### config.mk
export PLATFORM = sky130hd
export DESIGN_NAME = elastic_skip_writer
export DESIGN_NICKNAME = d
export VERILOG_FILES = /design/src/rtl/elastic_skip_writer.sv
export SDC_FILE = /design/constraint.sdc
export NUM_CORES = 1
export LEC_CHECK = 0
export ABC_AREA = 0
export ABC_CLOCK_PERIOD_IN_PS = 1500
export CAP_MARGIN = 20
export CORE_MARGIN = 2
export CORE_UTILIZATION = 33
export DETAILED_ROUTE_END_ITERATION = 8
export GPL_TIMING_DRIVEN = 0
export PLACE_DENSITY_LB_ADDON = 0.1
export SYNTH_ARGS = -nofsm -noshare
export SYNTH_HDL_FRONTEND = slang
export SYNTH_SLANG_ARGS = --single-unit
### constraint.sdc
create_clock -name wr_clk -period 1.5 [get_ports wr_clk]
set_input_delay 0.3 -clock wr_clk [delete_from_list [all_inputs] [get_ports wr_clk]]
set_output_delay 0.3 -clock wr_clk [all_outputs]
set_load 0.03 [all_outputs]
### src/rtl/elastic_skip_writer.sv
// elastic_skip_writer
// Write-side rate-match stage in front of the dual-clock elastic buffer.
// Accepts a valid/ready symbol stream and drives the buffer write port,
// deleting SKIP symbols when the buffer fill count is high and duplicating
// them when it is low. Payload symbols are never dropped or reordered.
//
// Handshake: a symbol transfers on a wr_clk edge where in_valid && in_ready;
// in_valid must stay high with stable in_data until that transfer happens.
// The buffer side takes a symbol on every edge where eb_wr_en is high.
//
// Optional feature: define ELASTIC_SKIP_WRITER_STATS_EN to get live
// saturating drop/insert counters; otherwise both counter ports read 0.
module elastic_skip_writer #(
  parameter int                    DATA_WIDTH  = 8,
  parameter int                    DEPTH       = 4,
  parameter int                    CNT_WIDTH   = $clog2(DEPTH + 1),
  parameter logic [DATA_WIDTH-1:0] SKIP_SYMBOL = DATA_WIDTH'(8'hBC),
  parameter int                    HIGH_WATER  = 3,
  parameter int                    LOW_WATER   = 1
) (
  input  logic                  wr_clk,
  input  logic                  wr_rst_n,
  input  logic                  rm_enable,
  input  logic                  in_valid,
  input  logic [DATA_WIDTH-1:0] in_data,
  output logic                  in_ready,
  output logic                  eb_wr_en,
  output logic [DATA_WIDTH-1:0] eb_wr_data,
  input  logic                  eb_wr_full,
  input  logic [CNT_WIDTH-1:0]  eb_wr_count,
  output logic [15:0]           drop_cnt,
  output logic [15:0]           ins_cnt
);

  localparam logic [CNT_WIDTH-1:0] HIGH_CNT = CNT_WIDTH'(HIGH_WATER);
  localparam logic [CNT_WIDTH-1:0] LOW_CNT  = CNT_WIDTH'(LOW_WATER);

  typedef enum logic {
    PASS = 1'b0,
    DUP  = 1'b1
  } state_t;

  state_t                  state;
  state_t                  state_nxt;
  logic                    out_vld;
  logic                    out_vld_nxt;
  logic [DATA_WIDTH-1:0]   out_data;
  logic [DATA_WIDTH-1:0]   out_data_nxt;

  logic pop;
  logic accept;
  logic is_skip;
  logic del_hit;
  logic dup_hit;

  // The held symbol leaves whenever the buffer has room.
  assign pop        = out_vld & ~eb_wr_full;
  assign eb_wr_en   = pop;
  assign eb_wr_data = out_data;

  // New symbols are taken only in PASS and only if the register frees up.
  assign in_ready = (state == PASS) & (~out_vld | pop);
  assign accept   = in_valid & in_ready;

  // Fill count is used as sampled; synchronizer lag is not compensated.
  // LOW_WATER < HIGH_WATER keeps delete and duplicate mutually exclusive.
  assign is_skip = rm_enable & (in_data == SKIP_SYMBOL);
  assign del_hit = accept & is_skip & (eb_wr_count >= HIGH_CNT);
  assign dup_hit = accept & is_skip & (eb_wr_count <= LOW_CNT);

  // Next-state and output-register update; a load wins over a pop clear.
  always_comb begin
    state_nxt    = state;
    out_vld_nxt  = out_vld;
    out_data_nxt = out_data;
    case (state)
      PASS: begin
        if (accept && !del_hit) begin
          out_vld_nxt  = 1'b1;
          out_data_nxt = in_data;
          if (dup_hit) begin
            state_nxt = DUP;
          end
        end else if (pop) begin
          out_vld_nxt = 1'b0;
        end
      end
      DUP: begin
        // First copy leaves on pop; the register keeps SKIP as the duplicate.
        if (pop) begin
          out_data_nxt = SKIP_SYMBOL;
          state_nxt    = PASS;
        end
      end
      default: begin
        state_nxt = PASS;
      end
    endcase
  end

  // State and output register; reset discards any held or pending symbol.
  always_ff @(posedge wr_clk or negedge wr_rst_n) begin
    if (!wr_rst_n) begin
      state    <= PASS;
      out_vld  <= 1'b0;
      out_data <= '0;
    end else begin
      state    <= state_nxt;
      out_vld  <= out_vld_nxt;
      out_data <= out_data_nxt;
    end
  end

`ifdef ELASTIC_SKIP_WRITER_STATS_EN
  logic [15:0] drop_q;
  logic [15:0] ins_q;

  // Saturating counters of deleted and inserted SKIPs.
  always_ff @(posedge wr_clk or negedge wr_rst_n) begin
    if (!wr_rst_n) begin
      drop_q <= '0;
      ins_q  <= '0;
    end else begin
      if (del_hit && (drop_q != 16'hFFFF)) begin
        drop_q <= drop_q + 16'd1;
      end
      if ((state == DUP) && pop && (ins_q != 16'hFFFF)) begin
        ins_q <= ins_q + 16'd1;
      end
    end
  end

  assign drop_cnt = drop_q;
  assign ins_cnt  = ins_q;
`else
  assign drop_cnt = '0;
  assign ins_cnt  = '0;
`endif

endmodule

Word-level counts from Yosys, hierarchy flattened
Index checks and enable logic that the tools add are counted.
{"block": "word_totals", "out_inout_bits": 42, "in_bits": 16, "reg_bits": 10}
{"block": "classes", "eq_ne": 3, "n_lt_le_gt_ge": 2, "muxes": 9, "reduce_logical": 5, "n_bitwise": 11}
{"operator": "8-bit two-way mux", "count": 2}
{"operator": "8-bit case mux with 2 select lines", "count": 1}
{"operator": "8-bit == test (second input constant)", "count": 1}
{"operator": "1-bit bitwise AND", "count": 7}
{"operator": "1-bit two-way mux", "count": 5}
{"operator": "2-bit by 1-bit != test with 1-bit output (second input constant)", "count": 2}
{"operator": "2-bit AND reduction", "count": 2}
{"operator": "3-bit by 2-bit greater-or-equal comparator with 1-bit output (second input constant)", "count": 1}
{"operator": "3-bit by 1-bit <= comparator with 1-bit output (second input constant)", "count": 1}
{"operator": "1-bit inverter", "count": 3}
{"operator": "1-bit case mux with 2 select lines", "count": 1}
{"operator": "2-bit nonzero test", "count": 1}
{"operator": "1-bit logical AND", "count": 1}
{"operator": "1-bit logical NOT", "count": 1}
{"operator": "1-bit OR", "count": 1}

Depth between registers and ports, before layout
Gate-level depths: netlist (run 1).
{"block": "logic_depth", "word_depth": 11, "depth_mapped": 5, "mapped_depth_nobuf": 4}

Worst setup path after synthesis (run 1)
OpenSTA, ideal clock, no wires.
{"block": "synth_path", "path_kind": "register to register", "start": "register out_vld", "end": "register out_data[2], in the netlist eb_wr_data[2]", "setup_slack_ps": -348, "setup_ps": 125, "stages_incl_launch_ff": 6, "t_arrival_ps": 1723, "required_time_ps": 1375, "n_path_buf": 1, "period_less_slack_ps": 1848, "path_cell_list": "dfrtp_1 a21oi_1 nand2_1 o21ba_1 buf_6 mux2_4"}
{"block": "synth_between", "elab_chain_len": 10, "elab_cells_between_ends": 12, "cone_classes": "2 x eq/ne; 7 x bitwise; 3 x reduce/logical"}
{"element": "start, declared", "line_no": "45", "source": "logic out_vld;"}
{"element": "start signal, assigned", "line_no": "109", "source": "out_vld <= out_vld_nxt;"}
{"element": "1-bit bitwise AND / 1-bit inverter (equally long branches)", "line_no": "57, 62"}
{"element": "1-bit OR (*)", "line_no": "62", "source": "assign in_ready = (state == PASS) & (~out_vld | pop);"}
{"element": "1-bit bitwise AND (*)", "line_no": "62"}
{"element": "named net in_ready", "line_no": "26", "source": "output logic in_ready,"}
{"element": "1-bit bitwise AND (*)", "line_no": "63", "source": "assign accept = in_valid & in_ready;"}
{"element": "1-bit bitwise AND (2 in a row)", "line_no": "68", "source": "assign del_hit = accept & is_skip & (eb_wr_count >= HIGH_CNT);"}
{"element": "1-bit logical NOT", "line_no": "78", "source": "if (accept && !del_hit) begin"}
{"element": "1-bit logical AND (*)", "line_no": "78"}
{"element": "2-bit by 1-bit != test with 1-bit output (no source line) (*)"}
{"element": "2-bit AND reduction (no source line) (*)"}
{"element": "end signal, assigned", "line_no": "110", "source": "out_data <= out_data_nxt;"}
{"element": "end, declared", "line_no": "47", "source": "logic [DATA_WIDTH-1:0] out_data;"}
Mark *: on every way through the listed nets, which the timed path passes. The rest lies on a longest branch.
A chain may end at the register's enable or synchronous reset.

Worst setup path after layout (run 1)
{"block": "layout_path", "start": "input port in_data[0]", "end": "register out_data[5], in the netlist eb_wr_data[5]"}
{"block": "layout_between", "elab_chain_len": 8}
{"element": "start, declared", "line_no": "25", "source": "input logic [DATA_WIDTH-1:0] in_data,"}
{"element": "8-bit == test", "line_no": "67", "source": "assign is_skip = rm_enable & (in_data == SKIP_SYMBOL);"}
{"element": "1-bit bitwise AND", "line_no": "67"}
{"element": "1-bit bitwise AND (2 in a row)", "line_no": "68"}
{"element": "1-bit logical NOT", "line_no": "78"}
{"element": "1-bit logical AND", "line_no": "78"}
{"element": "2-bit by 1-bit != test with 1-bit output (no source line)"}
{"element": "2-bit AND reduction (no source line)"}
No other way between the ends.

==> flow_metrics.py, run 1 <==
metrics = {
    "finish": {
        "final_cell_mix": "buf_4, conb_1, dlygate4sd2_1",
        "drive_above_1_share": 0.353,
        "diodes": 0,
        "final_common_cell": "buf_4",
        "fin_cells": 167,
        "fin_nets": 157,
        "area_growth_pct": 58.2,
    },
    "worst_setup_path": {
        "required_ns": 1.64,
        "cp.depth": 6,
        "crit_type": "in2reg",
        "cp_max_fo": 8,
        "startpoint_type": "input port",
        "cp_slowest_cell": "mux2_4",
        "crit_path_start": "in_data[0]",
        "cp-endpoint": "eb_wr_data[5]$_DFFE_PN0P_",
        "worstReg2RegStart": "state$_DFF_PN0_",
        "rr_worst_depth": 5,
        "cp_top_family": "simple AND/OR/NAND/NOR gates",
        "timing.rr.end": "eb_wr_data[5]$_DFFE_PN0P_",
        "crit_path_end_kind": "flop",
        "critPathArrivalTime_ns": 1.56,
        "critical_path.max_stage_delay_ns": 0.29,
        "regToRegSetupSlack_ns": 0.09,
        "cp_cell_sequence": "dlygate4sd2_1 -> and4bb_1 -> nand4_1 -> o21ba_1 -> buf_6 -> mux2_4",
        "path_buf_inv": 2,
    },
    "yosys": {
        "synth.avg_cell_area_um2": 9.89,
        "ys_warn_count": 0,
        "syn_area_um2": 752,
        "yosysSeqAreaShare": 0.333,
        "synth_seq_cells": 10,
        "syn-instance-count": 76,
        "synth.distinct_cells": 17,
    },
    "routing": {
        "vias_per_cell": 3.58,
        "dr_total_vias": 598,
        "antenna_left": 0,
        "drt_iter0_drc": 3,
        "wl_um": 1370,
        "drt_first_pass_iters": 4,
        "wl_per_cell_um": 8.19,
        "drc": 0,
    },
    "power_and_ir_drop": {
        "powerDensity_nw_per_um2": 795,
        "clkPwrFrac": 0.190,
        "peakVddDrop_mv": 0.459,
        "comb_power_share": 0.468,
        "p_int_w": 0.000585,
        "p_sw_frac": 0.382,
        "pwr-share-seq": 0.342,
        "p_leak_nw": 0.694,
        "power.net_switching_w": 0.000361,
    },
    "floorplanning": {
        "die_area_um2": 2680,
        "rows": 17,
        "core-area_um2": 2190,
        "dieWidth_um": 51.7,
        "die_y_um": 51.7,
        "ios": 58,
        "initial_utilization": 0.343,
    },
    "timing": {
        "min_period_ns": 1.42,
        "slew_violations": 0,
        "hold_ws_ns": 0.361,
        "fin_crit_sh": 0.943,
        "setup_viol": 0,
        "setup_ws_ns": 0.0849,
        "hold_viol": 0,
        "fmax_mhz": 707,
        "rsz0062_at_grt": "yes",
        "fin_worst_skew_ns": 0.00288,
    },
    "global_route": {
        "grt_pass1_vias": 518,
        "grt_pass1_wl_um": 2170,
        "grt.total_usage": 0.111,
        "antenna_found_initial": 0,
        "grt_max_degree": 11,
        "grt-ovfl-total": 0,
    },
    "outcome": {
        "status": "finished clean",
    },
    "clocking": {
        "clockBufferDepth": 2,
        "clk_pin_slew_ns": 0.06,
        "cts.sinks": 10,
        "numCtsBuffers": 3,
        "h-tree-depth": 1,
        "clk_latency_ns": 0.26,
        "cts_tree": "done",
        "root_buffer": "clkbuf_4",
    },
    "placement": {
        "dp_hpwl_um": 1110,
        "placed_cells": 160,
        "gp_congestion": 0.668,
        "io_buffer_count": 25,
        "pre_cts_ws_ns": -0.498,
    },
    "flow_run": {
        "cap_viol_max_count": 0,
    },
    "worst_hold_path": {
        "worstHoldPathType": "in2async",
    },
}
Yosys cell counts:
library cell | instances | area [um2]
nor2b_1 | 1 | 6.26
mux2_4 | 5 | 75.1
o41ai_1 | 1 | 8.76
nand2_1 | 5 | 18.8
buf_6 | 1 | 11.3
and3b_1 | 1 | 8.76
nand2b_1 | 7 | 43.8
o21ba_1 | 1 | 10.0
inv_1 | 3 | 11.3
nand4_1 | 1 | 6.26
mux2i_1 | 3 | 30.0
conb_1 | 1 | 3.75
buf_4 | 32 | 240
o21ai_0 | 1 | 5.00
dfrtp_1 | 10 | 250
and4bb_1 | 1 | 12.5
a21oi_1 | 2 | 10.0
cell type report:
class,count,area (um2)
clock buffers,3,22.5
repair buffers,29,250
fillers,237,1000
inverters,3,11.3
flip-flops and latches,10,250
well taps,28,35.0
plain buffers,33,251
multi-input cells,61,369
worst min-delay path by stage:
stage / cells past startpoint / start / to
after global placement: 2 / eb_wr_data[0]$_DFFE_PN0P_ / eb_wr_data[0]$_DFFE_PN0P_
final: 1 / wr_rst_n / eb_wr_data[3]$_DFFE_PN0P_
after floorplan: 0 / wr_rst_n / eb_wr_data[0]$_DFFE_PN0P_
after detailed placement: 2 / eb_wr_data[1]$_DFFE_PN0P_ / eb_wr_data[1]$_DFFE_PN0P_
after global routing: 1 / wr_rst_n / eb_wr_data[1]$_DFFE_PN0P_
after CTS: 1 / wr_rst_n / eb_wr_data[3]$_DFFE_PN0P_
kinds of logic after synthesis:
| kind of cell | Yosys count | synth area share |
|---|---|---|
| buffers and inverters | 36 | 0.349 |
| and+or+nand+nor | 16 | 0.128 |
| DFF | 10 | 0.333 |
| muxes | 8 | 0.140 |
| AOI/OAI and AO/OA | 5 | 0.0449 |
| other | 1 | 0.00499 |
worst reg2reg max path, delay by kind of cell, from the launching register on:
kind	cells	cell delay, ns
AO/OA/AOI/OAI	2	0.36
buffers and inverters	1	0.15
flip-flops	1	0.42
multiplexers	1	0.30
AND/OR/NAND/NOR	1	0.07
repair_timing:
action                                  4_1_cts  5_1_grt
pin swaps                                     4        0
hold buffers                                  0        0
gates resized for setup                      26        1
setup buffers                                 4        0
endpoints found under the setup margin       15        3
per-stage QoR:
| step | cell area, um2 | total power (W) | utilization | TNS, ns |
|---|---|---|---|---|
| global placement | 1160 | 0.000798 | 0.532 | -4.05 |
| CTS | 1190 | 0.000956 | 0.545 | 0 |
| global route | 1190 | 0.00101 | 0.543 | -0.0218 |
| floorplan | 880 | 0.000664 | - | -0.151 |
| detailed placement | 1160 | 0.000800 | 0.532 | -4.13 |
| finish | 1190 | 0.000946 | 0.543 | 0 |
sequential cells by signal, indices dropped and copies added (netlist names):
| name | cells |
|---|---|
| eb_wr_data | 8 |
| out_vld | 1 |
| state | 1 |
power groups by stage:
stage               Sequential, W  Clock [W]  Combinational [W]
floorplan                0.000397          0           0.000266
global placement         0.000329          0           0.000469
detailed placement       0.000329          0           0.000472
CTS                      0.000324   0.000187           0.000445
global route             0.000329   0.000209           0.000472
finish                   0.000324   0.000179           0.000443
per-layer routing:
layer  vias to the layer above  global-route usage  wire length (um)  share of wire
met5                         -                   0                 0              0
met4                         0              0.0526                 0              0
met3                         0              0.0517               191           0.14
met2                        36               0.182               644           0.47
met1                       256               0.122               531           0.39
li1                        306                   -                 -              -
Power figures use the tool's default switching activity.
==> inputs of run 2 (changes only) <==
- CAP_MARGIN: 20 -> default
- CORE_ASPECT_RATIO: default -> 0.75
==> flow_metrics.py, run 2 (synthesized netlist as in run 1, its figures left out) <==
metrics = {
    "clocking": {
        "root_buffer": "clkbuf_4",
        "cts_tree": "done",
        "clk_pin_slew_ns": 0.06,
        "clk_latency_ns": 0.26,
        "cts.sinks": 10,
        "clockBufferDepth": 2,
        "numCtsBuffers": 3,
        "ctsHoldBuffers": 0,
        "h-tree-depth": 1,
    },
    "power_and_ir_drop": {
        "pwr-share-seq": 0.344,
        "p_int_w": 0.000584,
        "clkPwrFrac": 0.187,
        "peakVddDrop_mv": 0.425,
        "power.net_switching_w": 0.000361,
        "p_sw_frac": 0.382,
        "p_leak_nw": 0.683,
        "powerDensity_nw_per_um2": 808,
        "comb_power_share": 0.468,
    },
    "timing": {
        "min_period_ns": 1.42,
        "fmax_mhz": 706,
        "setup_viol": 0,
        "fin_worst_skew_ns": 0.00309,
        "slew_violations": 0,
        "tns_ns": 0,
        "setup_ws_ns": 0.0831,
        "rsz0062_at_grt": "no",
        "fin_crit_sh": 0.945,
        "hold_viol": 0,
    },
    "floorplanning": {
        "dieWidth_um": 59.1,
        "rows": 14,
        "die_y_um": 45.3,
        "die_area_um2": 2680,
        "ios": 58,
        "core-area_um2": 2080,
        "initial_utilization": 0.361,
    },
    "placement": {
        "pre_cts_ws_ns": -0.487,
        "dp_hpwl_um": 1200,
        "placed_cells": 156,
        "gp_congestion": 0.736,
        "io_buffer_count": 25,
        "place_area_um2": 1160,
    },
    "routing": {
        "wl_met1_um": 539,
        "dr_total_vias": 576,
        "drc": 0,
        "drt_iter0_drc": 6,
        "top_layer_used": "met3",
        "antenna_left": 0,
        "met3_length_um": 157,
        "wl_met2_um": 716,
        "wl_per_cell_um": 8.77,
        "wl_um": 1410,
        "drt_first_pass_iters": 4,
        "vias_per_cell": 3.58,
    },
    "worst_setup_path": {
        "critPathArrivalTime_ns": 1.56,
        "cp_max_fo": 8,
        "crit_type": "reg2reg",
        "startpoint_type": "flop",
        "worstReg2RegStart": "state$_DFF_PN0_",
        "cp_cell_sequence": "a21oi_4 -> nand2_1 -> o21ba_1 -> buf_6 -> mux2_4",
        "timing.rr.end": "eb_wr_data[2]$_DFFE_PN0P_",
        "crit_path_end_kind": "flop",
        "cp_slowest_cell": "dfrtp_2",
        "critical_path.max_stage_delay_ns": 0.44,
        "required_ns": 1.64,
        "regToRegSetupSlack_ns": 0.08,
        "rr_worst_depth": 5,
    },
    "flow_run": {
        "cap_viol_max_count": 0,
    },
    "global_route": {
        "grt-ovfl-total": 0,
        "antenna_found_initial": 0,
        "grt.total_usage": 0.115,
        "grt_max_degree": 11,
        "grt_pass1_wl_um": 2190,
        "grt_pass1_vias": 493,
    },
    "outcome": {
        "status": "finished clean",
    },
    "finish": {
        "largest_register_ffs": 8,
        "fillers": 200,
        "final_common_cell": "buf_4",
        "area_growth_pct": 55.4,
        "drive_above_1_share": 0.343,
        "diodes": 0,
        "fin_cells": 161,
        "design_area_um2": 1170,
        "fin_nets": 155,
        "final_cell_mix": "buf_4, conb_1, dlygate4sd2_1",
    },
    "worst_hold_path": {
        "worstHoldPathType": "in2async",
    },
}
[run 2: cell count changes in the layout (fill, tap and decap cells not counted)]
cell / previous run / this run
dfrtp_2: 0 / 1
nor2b_2: 1 / 0
nor2b_1: 0 / 1
buf_4: 36 / 34
dfrtp_1: 10 / 9
[run 2: cell type report]
cell class | count | area (um2) | share of cell area
Sequential cell | 10 | 251 | 0.215
Clock buffer | 3 | 22.5 | 0.0193
Inverter | 3 | 11.3 | 0.00964
Tap cell | 24 | 30.0 | 0.0257
Timing Repair Buffer | 27 | 235 | 0.201
Buffer | 33 | 251 | 0.215
Multi-Input combinational cell | 61 | 367 | 0.314
[run 2: per-layer routing]
metal	GRT usage	up-vias
met1	0.139	239
met5	0	-
met4	0	0
met2	0.198	33
li1	-	304
met3	0.0573	0
[run 2: worst max-delay path by stage]
stage | end | from | cells past startpoint
global placement | eb_wr_en | eb_wr_full | 3
floorplan | eb_wr_data[2]$_DFFE_PN0P_ | state$_DFF_PN0_ | 5
detailed placement | eb_wr_en | eb_wr_full | 3
finish | eb_wr_data[2]$_DFFE_PN0P_ | state$_DFF_PN0_ | 5
global route | eb_wr_data[1]$_DFFE_PN0P_ | state$_DFF_PN0_ | 6
CTS | eb_wr_data[7]$_DFFE_PN0P_ | state$_DFF_PN0_ | 5
[run 2: timing repair]
action                                  CTS  global route
pin swaps                                 4             2
endpoints found under the setup margin   15             6
buffers inserted                          2             0
gates resized for setup                  26             1
[run 2: power by group through the flow]
stage	clock network [W]	logic, W	registers [W]
6_report	0.000177	0.000443	0.000325
2_1_floorplan	0	0.000266	0.000397
5_1_grt	0.000196	0.000472	0.000331
3_3_place_gp	0	0.000467	0.000331
4_1_cts	0.000185	0.000443	0.000326
3_5_place_dp	0	0.000472	0.000331
[run 2: critical path, delay by kind of cell (launching register included)]
kind / cells / cell delay, ns
muxes: 1 / 0.30
DFF: 1 / 0.44
and+or+nand+nor: 1 / 0.07
AOI/OAI and AO/OA: 2 / 0.35
buffers and inverters: 1 / 0.15
[run 2: per-stage QoR]
stage	utilization	power, W	hold WS, ns
floorplan	-	0.000664	0.00441
global route	0.561	0.000999	0.401
CTS	0.560	0.000954	0.373
finish	0.561	0.000945	0.357
global placement	0.556	0.000798	0.514
detailed placement	0.556	0.000803	0.521
